**src/rtl/hazard_stall_ctrl.sv**
```systemverilog
// Load-use hazard stall controller: stalls/bubbles the pipe for LOAD_LAT cycles, freezes on memory busy, flushes on taken branch.
// Optional macro HAZARD_PERF_CNT_EN adds a saturating hazard_events counter (tied to 0 otherwise).
//
// state    | meaning
// ---------+-----------------------------------------------------------
// S_IDLE   | no hazard in progress; evaluate branch / hz each cycle
// S_STALL  | inside a multi-cycle load-use stall, cnt = stalls left
// S_MEMWAIT| pipe frozen on mem_busy; ret_state is what to resume as
module hazard_stall_ctrl #(
    parameter int REG_AW   = 3,
    parameter int LOAD_LAT = 1
) (
    input  logic              clk,
    input  logic              reset,
    input  logic [REG_AW-1:0] rs_decode,
    input  logic [REG_AW-1:0] rd_decode,
    input  logic              rs_used,
    input  logic              rd_used,
    input  logic [REG_AW-1:0] rdst_ex,
    input  logic              mem_read_ex,
    input  logic              pop_flags_ex,
    input  logic              mem_busy,
    input  logic              branch_taken,
    output logic              stall,
    output logic              bubble,
    output logic              freeze,
    output logic              flush_ifid,
    output logic [15:0]       hazard_events
);

    typedef enum logic [1:0] {
        S_IDLE    = 2'd0,
        S_STALL   = 2'd1,
        S_MEMWAIT = 2'd2
    } state_t;

    localparam logic [3:0] LAT_M1 = 4'(LOAD_LAT - 1);

    state_t     state, state_nxt;
    state_t     ret_state, ret_nxt;
    state_t     act_state;
    logic [3:0] cnt, cnt_nxt;
    logic       hz;
    logic       new_hz;
    logic       stall_c, bubble_c, freeze_c, flush_c;

    assign hz = mem_read_ex & ~pop_flags_ex &
                ((rs_used & (rdst_ex == rs_decode)) | (rd_used & (rdst_ex == rd_decode)));

    always_ff @(posedge clk) begin
        if (reset) begin
            state     <= S_IDLE;
            ret_state <= S_IDLE;
            cnt       <= 4'd0;
        end else begin
            state     <= state_nxt;
            ret_state <= ret_nxt;
            cnt       <= cnt_nxt;
        end
    end

    always_comb begin
        state_nxt = state;
        ret_nxt   = ret_state;
        cnt_nxt   = cnt;
        act_state = state;
        stall_c   = 1'b0;
        bubble_c  = 1'b0;
        freeze_c  = 1'b0;
        flush_c   = 1'b0;
        new_hz    = 1'b0;

        if (mem_busy) begin
            freeze_c  = 1'b1;
            state_nxt = S_MEMWAIT;
            if (state != S_MEMWAIT) begin
                ret_nxt = state;
            end
        end else begin
            // Leaving MEMWAIT acts as the saved state within the same cycle.
            if (state == S_MEMWAIT) begin
                act_state = ret_state;
            end
            state_nxt = act_state;
            ret_nxt   = S_IDLE;

            if (act_state == S_STALL) begin
                if (branch_taken) begin
                    flush_c   = 1'b1;
                    bubble_c  = 1'b1;
                    state_nxt = S_IDLE;
                    cnt_nxt   = 4'd0;
                end else begin
                    stall_c  = 1'b1;
                    bubble_c = 1'b1;
                    cnt_nxt  = cnt - 4'd1;
                    if (cnt == 4'd1) begin
                        state_nxt = S_IDLE;
                    end
                end
            end else if (branch_taken) begin
                flush_c  = 1'b1;
                bubble_c = 1'b1;
            end else if (hz) begin
                stall_c  = 1'b1;
                bubble_c = 1'b1;
                new_hz   = 1'b1;
                if (LOAD_LAT > 1) begin
                    state_nxt = S_STALL;
                    cnt_nxt   = LAT_M1;
                end
            end
        end
    end

    assign stall      = stall_c  & ~reset;
    assign bubble     = bubble_c & ~reset;
    assign freeze     = freeze_c & ~reset;
    assign flush_ifid = flush_c  & ~reset;

`ifdef HAZARD_PERF_CNT_EN
    logic [15:0] hz_cnt;

    always_ff @(posedge clk) begin
        if (reset) begin
            hz_cnt <= 16'd0;
        end else if (new_hz && (hz_cnt != 16'hFFFF)) begin
            hz_cnt <= hz_cnt + 16'd1;
        end
    end

    assign hazard_events = reset ? 16'd0 : hz_cnt;
`else
    logic unused_new_hz;
    assign unused_new_hz = new_hz;
    assign hazard_events = 16'd0;
`endif

endmodule

```
**config.mk**
```make
export PLATFORM = sky130hd
export DESIGN_NAME = hazard_stall_ctrl
export DESIGN_NICKNAME = d
export VERILOG_FILES = /design/src/rtl/hazard_stall_ctrl.sv
export SDC_FILE = /design/constraint.sdc
export NUM_CORES = 1
export LEC_CHECK = 0
export ABC_AREA = 0
export CAP_MARGIN = 15
export CORE_MARGIN = 2
export CORE_UTILIZATION = 32
export CTS_CLUSTER_DIAMETER = 30
export CTS_CLUSTER_SIZE = 30
export DETAILED_ROUTE_END_ITERATION = 7
export GPL_TIMING_DRIVEN = 0
export PLACE_DENSITY = 0.73
export SYNTH_ARGS = -nofsm -noshare
export SYNTH_HDL_FRONTEND = slang
export SYNTH_SLANG_ARGS = --single-unit
```
**constraint.sdc**
```tcl
create_clock -name clk -period 1.4 [get_ports clk]
set_input_delay 0.28 -clock clk [delete_from_list [all_inputs] [get_ports clk]]
set_output_delay 0.28 -clock clk [all_outputs]
set_load 0.03 [all_outputs]
```
# Word-level counts from Yosys, hierarchy flattened
# Index checks and enable logic that the tools add are counted.
word_totals:
  regBits: 8
  latch_bits: 0
  ramBits: 0
  mem_bits_ro: 0
  input_bits: 17
  output_inout_bits: 20
  word_cells: 44
  n_memories: 0
classes:
  n_addsub: 1
  n_mul: 0
  n_div: 0
  n_lt_le_gt_ge: 0
  n_eq_ne: 6
  shift: 0
  n_mux: 18
  bitwise: 12
  reduce_logical: 3
op_table:
  columns: ["op", "n"]
  rows:
  - ["$mux 2", 6]
  - ["$mux 1", 11]
  - ["$and 1x1->1", 8]
  - ["$eq 3x3->1", 2]
  - ["$eq 4x1->1 const B", 1]
  - ["$mux 4", 1]
  - ["$reduce_or 2->1", 2]
  - ["$sub 4x1->4 const B", 1]
  - ["$not 1->1", 3]
  - ["$eq 2x1->1 const B", 1]
  - ["$eq 2x2->1 const B", 1]
  - ["$ne 2x2->1 const B", 1]
  - ["$reduce_and 2->1", 1]
  - ["$or 1x1->1", 1]

# Logic depth before layout (Yosys ltp)
# Gate-level depths: netlist of the first run.
depth:
  depth_word: 9
  ltp_mapped: 5
  ltp_nobuf: 5

# Worst setup path after synthesis of the first run
# OpenSTA, ideal clock, no wires.
synth_timing:
  path_kind: "input to output"
  from: "input port rdst_ex[1]"
  to: "output port bubble"
  arrival_time_ns: 1.669
  required_ns: 1.120
  slack_ns: -0.549
  stages: 4
  n_path_buf: 0
  path_cell_list: "xnor2_1 nand4_1 a211o_1 a311oi_1"
synth_between:
  elab_chain_cells: 9
  word_cells_on_any_way: 11
synth_rtl:
  columns: ["item", "line_no", "text"]
  rows:
  - ["start: declaration", "19", "input logic [REG_AW-1:0] rdst_ex,"]
  - ["$eq 3x3->1", "48", "((rs_used & (rdst_ex == rs_decode)) | (rd_used & (rdst_ex == rd_decode)));"]
  - ["$and 1x1->1", "48", null]
  - ["$or 1x1->1 (*)", "48", null]
  - ["$and 1x1->1 (*)", "47", "assign hz = mem_read_ex & ~pop_flags_ex &"]
  - ["$mux 1 (*)", "104", "end else if (hz) begin"]
  - ["$mux 1 (*)", "101", "end else if (branch_taken) begin"]
  - ["$mux 1 (*)", "87", "if (act_state == S_STALL) begin"]
  - ["$mux 1 (*)", "73", "if (mem_busy) begin"]
  - ["$and 1x1->1 (*)", "117", "assign bubble = bubble_c & ~reset;"]
  - ["end: declaration", "25", "output logic bubble,"]
# Every way passes the cells marked *; elsewhere a longest branch is shown, timed or not.

# Worst setup path after layout of the first run
layout_timing:
  from: "register ret_state[1]"
  to: "output port stall"
layout_between:
  elab_chain_cells: 6
layout_rtl:
  columns: ["item", "line_no", "text"]
  rows:
  - ["start: declaration", "40", "state_t ret_state, ret_nxt;"]
  - ["start signal: assignment", "57", "ret_state <= ret_nxt;"]
  - ["$mux 2", "81", "if (state == S_MEMWAIT) begin"]
  - ["$mux 2", "73", null]
  - ["$eq 2x1->1", "87", null]
  - ["$mux 1", "87", null]
  - ["$mux 1", "73", null]
  - ["$and 1x1->1", "116", "assign stall = stall_c & ~reset;"]
  - ["end: declaration", "24", "output logic stall,"]
# No other way between the ends. The select of a mux whose other input is x is not followed.

==> results.tsv, run 1 <==
metric	value	unit
outcome	finished, violations left	
violations	negative setup slack	
slowest_stage	and4bb_2	
synth_top_cell_by_area	dfxtp_1	
clk_latency	0.26	ns
rsz0062_at_grt	yes	
synth_area_per_cell	8.10	sq um
cp_max_fo	3	
synth-edff-count	0	
timing.rr.start	ret_state[1]	
cp.arrival	1.51	ns
end_kind	primary output	
fin_nets	138	
drt_iter0_drc	4	
start_kind	flip-flop	
hp-class	in2reg	
firstDrtPassIters	3	
clock_skew	0.00448	ns
whs_path_depth	2	
clock_sinks	8	
fmax	557	MHz
netlist_area	616	sq um
core-area	1760	sq um
drive_gt1_share	48.7	%
grt_overflow_total	0	
cts.clk_slew.worst_paths	0.05	ns
grt.total_usage	15.5	%
yosysSeqAreaShare	26.0	%
whs_endpoint	state[1]	
yosys_warnings	0	
final_common_cell	buf_4	
p_per_area	607	nW/um^2
die_x	47.9	um
grt_pass1_wl	2460	um
die_area	2290	sq um
drv_slew	0	
crit_type	reg2out	
max_stage_delay	0.33	ns
pin_count	37	
fin_crit	1.79	ns
setup_tns	-0.870	ns
cts.path.max_buffers	2	
ys_ff_latch	8	
synthTopCellsByArea	dfxtp_1 26%, buf_4 20%, xnor2_1 8.5%	
initial_core_util	34.9	%
finalHoldViolations	0	
post-place-ws	-1.33	ns
post_drt_via_cell_ratio	4.38	
rrSetupSlack	-0.06	ns
place_congestion	0.737	
fin_crit_sh	128	%
cts_tree	done	
vias	622	
ys.flop_type	dfxtp_1	
num_rows	15	
grt_max_degree	11	
area_growth	67.1	%
wl_per_cell	10.6	um
cts-root-buf	clkbuf_4	
reg2reg_depth	5	
die_y	47.9	um
htreeDepth	1	
synthCells	76	
ant_nets	0	
io_buffers	19	
ir_drop	0.479	mV
crit_chain	and4bb_2, nor2_4, a2111oi_4, buf_4	
drc_errors	0	
setup_slack	-0.394	ns
nFillCells	175	
netlist.area_leader.share	26.0	%
r2r-end	cnt[3]	
antenna_found_initial	0	
cts_buffers	3	
dp_hpwl	1160	um
setup_viol	4	
ys_types	24	
synthArstFlopShare	0	%
crit_required	1.12	ns
num_antenna_cells	0	
timing.max_cap.violations	0	
hold_path.startpoint	reset	
fin_util	58.3	%
layout_common_cells	20 x buf_4, 16 x conb_1, 8 x inv_1	
grt_pass1_vias	617	
postRouteWirelength	1510	um
p_leak	0.481	nW
## metrics by stage
step           hold WS [ns]  std cells  cell area, sq um  power (mW)
2_1_floorplan         0.370         91               722       0.376
3_3_place_gp          0.492        135               943       0.442
3_5_place_dp          0.503        135               943       0.445
4_1_cts               0.324        140              1010       0.627
5_1_grt               0.347        142              1030       0.659
6_report              0.338        142              1030       0.625
## Yosys cell counts (all sizes together), types with 2 or more instances
cell type and n:
nor3 4, nor3b 2, a32o 2, xnor2 6, nand4 2, buf 16, ha 2, inv 8
a2111oi 2, dfxtp 8, a21oi 4, nor2 6, o21ai 4
## metal layers
metal | GRT usage, % | wire (um) | share of wire (%) | up-vias
met4 | 4.32 | 25 | 1.7 | 0
met1 | 14.2 | 527 | 35 | 278
li1 | - | - | - | 317
met2 | 30.7 | 860 | 57 | 23
met5 | 0 | 0 | 0 | -
met3 | 6.42 | 100 | 6.6 | 4
## worst max-delay path, delay by kind of cell, from the launching register on
kind                   cells  cell delay [ns]
and+or+nand+nor            2             0.39
AOI/OAI and AO/OA          1             0.33
DFF                        1             0.32
buffers and inverters      1             0.21
## kinds of logic (layout without fill, tap and decap cells)
group	Yosys count	in the layout	synth area share [%]
buf+inv	25	51	25.0
fa+ha+maj	2	2	4.06
other cells	1	16	0.609
xor+xnor	6	6	8.54
simple gates	17	17	15.0
mux	1	1	1.63
compound gates	16	16	19.1
flops	8	8	26.0
## flip-flops by register name (all words and copies together), names as in the netlist
signal / count
cnt: 4
ret_state: 2
state: 2
## where the power goes
part	switching, mW	internal [mW]
Clock	0.0774	0.0980
Sequential	0.00189	0.230
Combinational	0.120	0.0970
## what timing repair did
action                                  4_1_cts  5_1_grt
setup buffers                                 2        2
gates resized for setup                      86       13
endpoints found under the setup margin        8        6
hold buffers                                  0        0
pin swaps                                    12        6
## area by class of cell
| type | count | area (sq um) | share of cell area [%] |
|---|---|---|---|
| Clock buffer | 3 | 22.5 | 2.19 |
| Sequential cell | 8 | 164 | 15.9 |
| Timing Repair Buffer | 23 | 198 | 19.2 |
| Tap cell | 25 | 31.3 | 3.04 |
| Buffer | 17 | 128 | 12.4 |
| Inverter | 8 | 30.0 | 2.92 |
| Multi-Input combinational cell | 58 | 455 | 44.3 |
## worst max-delay path by stage
| stage | start | endpoint | slack [ns] | cells after the start |
|---|---|---|---|---|
| floorplan | rs_decode[0] | stall | -0.27 | 4 |
| global placement | rdst_ex[0] | stall | -1.32 | 6 |
| detailed placement | rdst_ex[0] | stall | -1.33 | 6 |
| CTS | rd_decode[1] | stall | -0.41 | 6 |
| global route | ret_state[1] | stall | -0.45 | 4 |
| finish | ret_state[1] | stall | -0.39 | 4 |
(Power assumes the default switching activity.)
==> run 2: changes to the inputs <==
- SKIP_CTS_REPAIR_TIMING: default -> 1
==> results.tsv, run 2 (synthesis results as in run 1) <==
metric	value	unit	change
outcome	finished, violations left		
violations	negative setup slack		
pin_count	37		unchanged
final_common_cell	buf_4		
wl_per_cell	10.4	um	-2.3%
regMostFlops	cnt		
grt_max_degree	11		unchanged
setup_slack	-0.447	ns	-0.0532 ns
multi_input_area	448	sq um	-1.6%
seqCellArea	163	sq um	-0.76%
setup_viol	2		-2
start_kind	input port		
max_stage_delay	0.35	ns	+0.02 ns
num_rows	15		unchanged
grt_pass1_wl	2300	um	-6.2%
place_congestion	0.737		unchanged
cts_tree	done		
dp_hpwl	1160	um	unchanged
design_area	1030	sq um	+0.12%
post_drt_via_cell_ratio	4.34		-0.85%
timing.rr.start	cnt[1]		
cts.path.max_buffers	2		unchanged
clock_skew	0.00101	ns	-0.00347 ns
drc_errors	0		unchanged
ant_nets	0		unchanged
die_area	2290	sq um	unchanged
io_buffers	19		unchanged
crit_chain	dlymetal6s2s_1, xnor2_1, nand4_1, a211o_1, a2111oi_4, buf_4		
fin_nets	136		-1.4%
die_x	47.9	um	unchanged
nFillCells	166		-5.1%
fin_crit	1.85	ns	+0.0532 ns
reg2reg_depth	5		unchanged
clock_sinks	8		unchanged
dp.cells	135		unchanged
num_antenna_cells	0		unchanged
crit_required	1.12	ns	about the same
initial_core_util	34.9	%	unchanged
finalHoldViolations	0		unchanged
p_per_area	608	nW/um^2	about the same
reg_top3	cnt: 4 flops, ret_state: 2 flops, state: 2 flops		
fmax	541	MHz	-2.9%
area_growth	67.3	%	
die_y	47.9	um	unchanged
antenna_found_initial	0		unchanged
cp.arrival	1.57	ns	+0.06 ns
ir_drop	0.491	mV	+2.4%
post-place-ws	-1.33	ns	unchanged
rrSetupSlack	0.01	ns	+0.07 ns
cts-root-buf	clkbuf_4		
cts_buffers	3		unchanged
hp-class	in2reg		
grt_overflow_total	0		unchanged
postPlaceCellArea	943	sq um	unchanged
cp_top_family	compound AO/OA/AOI/OAI gates		
end_kind	primary output		
crit_start	rs_decode[1]		
final_cells	140		-1.4%
rsz0062_at_grt	yes		
clk_latency	0.25	ns	about the same
critPathBufInv	2		+1
endpoint	stall		
core-area	1760	sq um	unchanged
p_leak	0.520	nW	+8.1%
drive_gt1_share	42.6	%	-6.1 points
layout_common_cells	18 x buf_4, 16 x conb_1, 8 x inv_1, 8 x buf_6		
r2r-end	state[0]		
grt_pass1_vias	597		-3.2%
vias	608		-2.3%
drv_slew	0		unchanged
postRouteWirelength	1460	um	-3.7%
htreeDepth	1		unchanged
cp_max_fo	2		-1
drt_iter0_drc	4		unchanged
hold_ws	0.388	ns	+0.0497 ns
timing.max_cap.violations	0		unchanged
largest_register_ffs	4		unchanged
total_power	626	uW	+0.21%
firstDrtPassIters	2		-1
grt.total_usage	14.5	%	-1.0 points
fin_crit_sh	132	%	+3.8 points
path_depth	6		+2
slowest_stage	a2111oi_4		
cts.clk_slew.worst_paths	0.05	ns	about the same
crit_type	in2out		
## run 2: changes by cell type in the layout (fill, tap and decap cells not counted), moves of 2 or more
| cell | before | now |
|---|---|---|
| buf_4 | 20 | 18 |
| clkbuf_4 | 5 | 3 |
| dlygate4sd2_1 | 3 | 0 |
| clkbuf_2 | 0 | 5 |
| dlymetal6s2s_1 | 0 | 6 |
| buf_2 | 6 | 0 |
## run 2: where the power goes
part	leakage, nW	switching (mW)	total (mW)	internal (mW)
combinational	0.441	0.119	0.218	0.0987
clock	0.0138	0.0783	0.176	0.0981
sequential	0.0655	0.00179	0.232	0.230
## run 2: worst min-delay path by stage
stage | startpoint | end | slack (ns) | depth (start not counted)
floorplan | mem_busy | state[0] | 0.37 | 1
global placement | ret_state[0] | ret_state[0] | 0.49 | 2
detailed placement | ret_state[0] | ret_state[0] | 0.50 | 2
CTS | reset | cnt[1] | 0.48 | 2
global route | reset | state[1] | 0.40 | 2
finish | reset | state[1] | 0.39 | 2
## run 2: metrics by stage
stage,TNS (ns),util [%]
after floorplan,-0.494,-
after global placement,-5.49,53.5
after detailed placement,-5.67,53.5
after CTS,-4.61,54.8
after global routing,-1.09,58.4
final,-0.847,58.4
## run 2: layout make-up
cell class	instances	share of cell area, %
clock buffers	3	2.19
inverters	8	2.92
well taps	25	3.04
plain buffers	17	12.2
multi-input cells	58	43.5
flip-flops and latches	8	15.8
repair buffers	21	20.4
## run 2: layer usage
layer	wire [um]	track usage [%]
met4	10	3.24
met3	86	6.79
met2	789	28.3
met5	0	0
met1	570	13.5
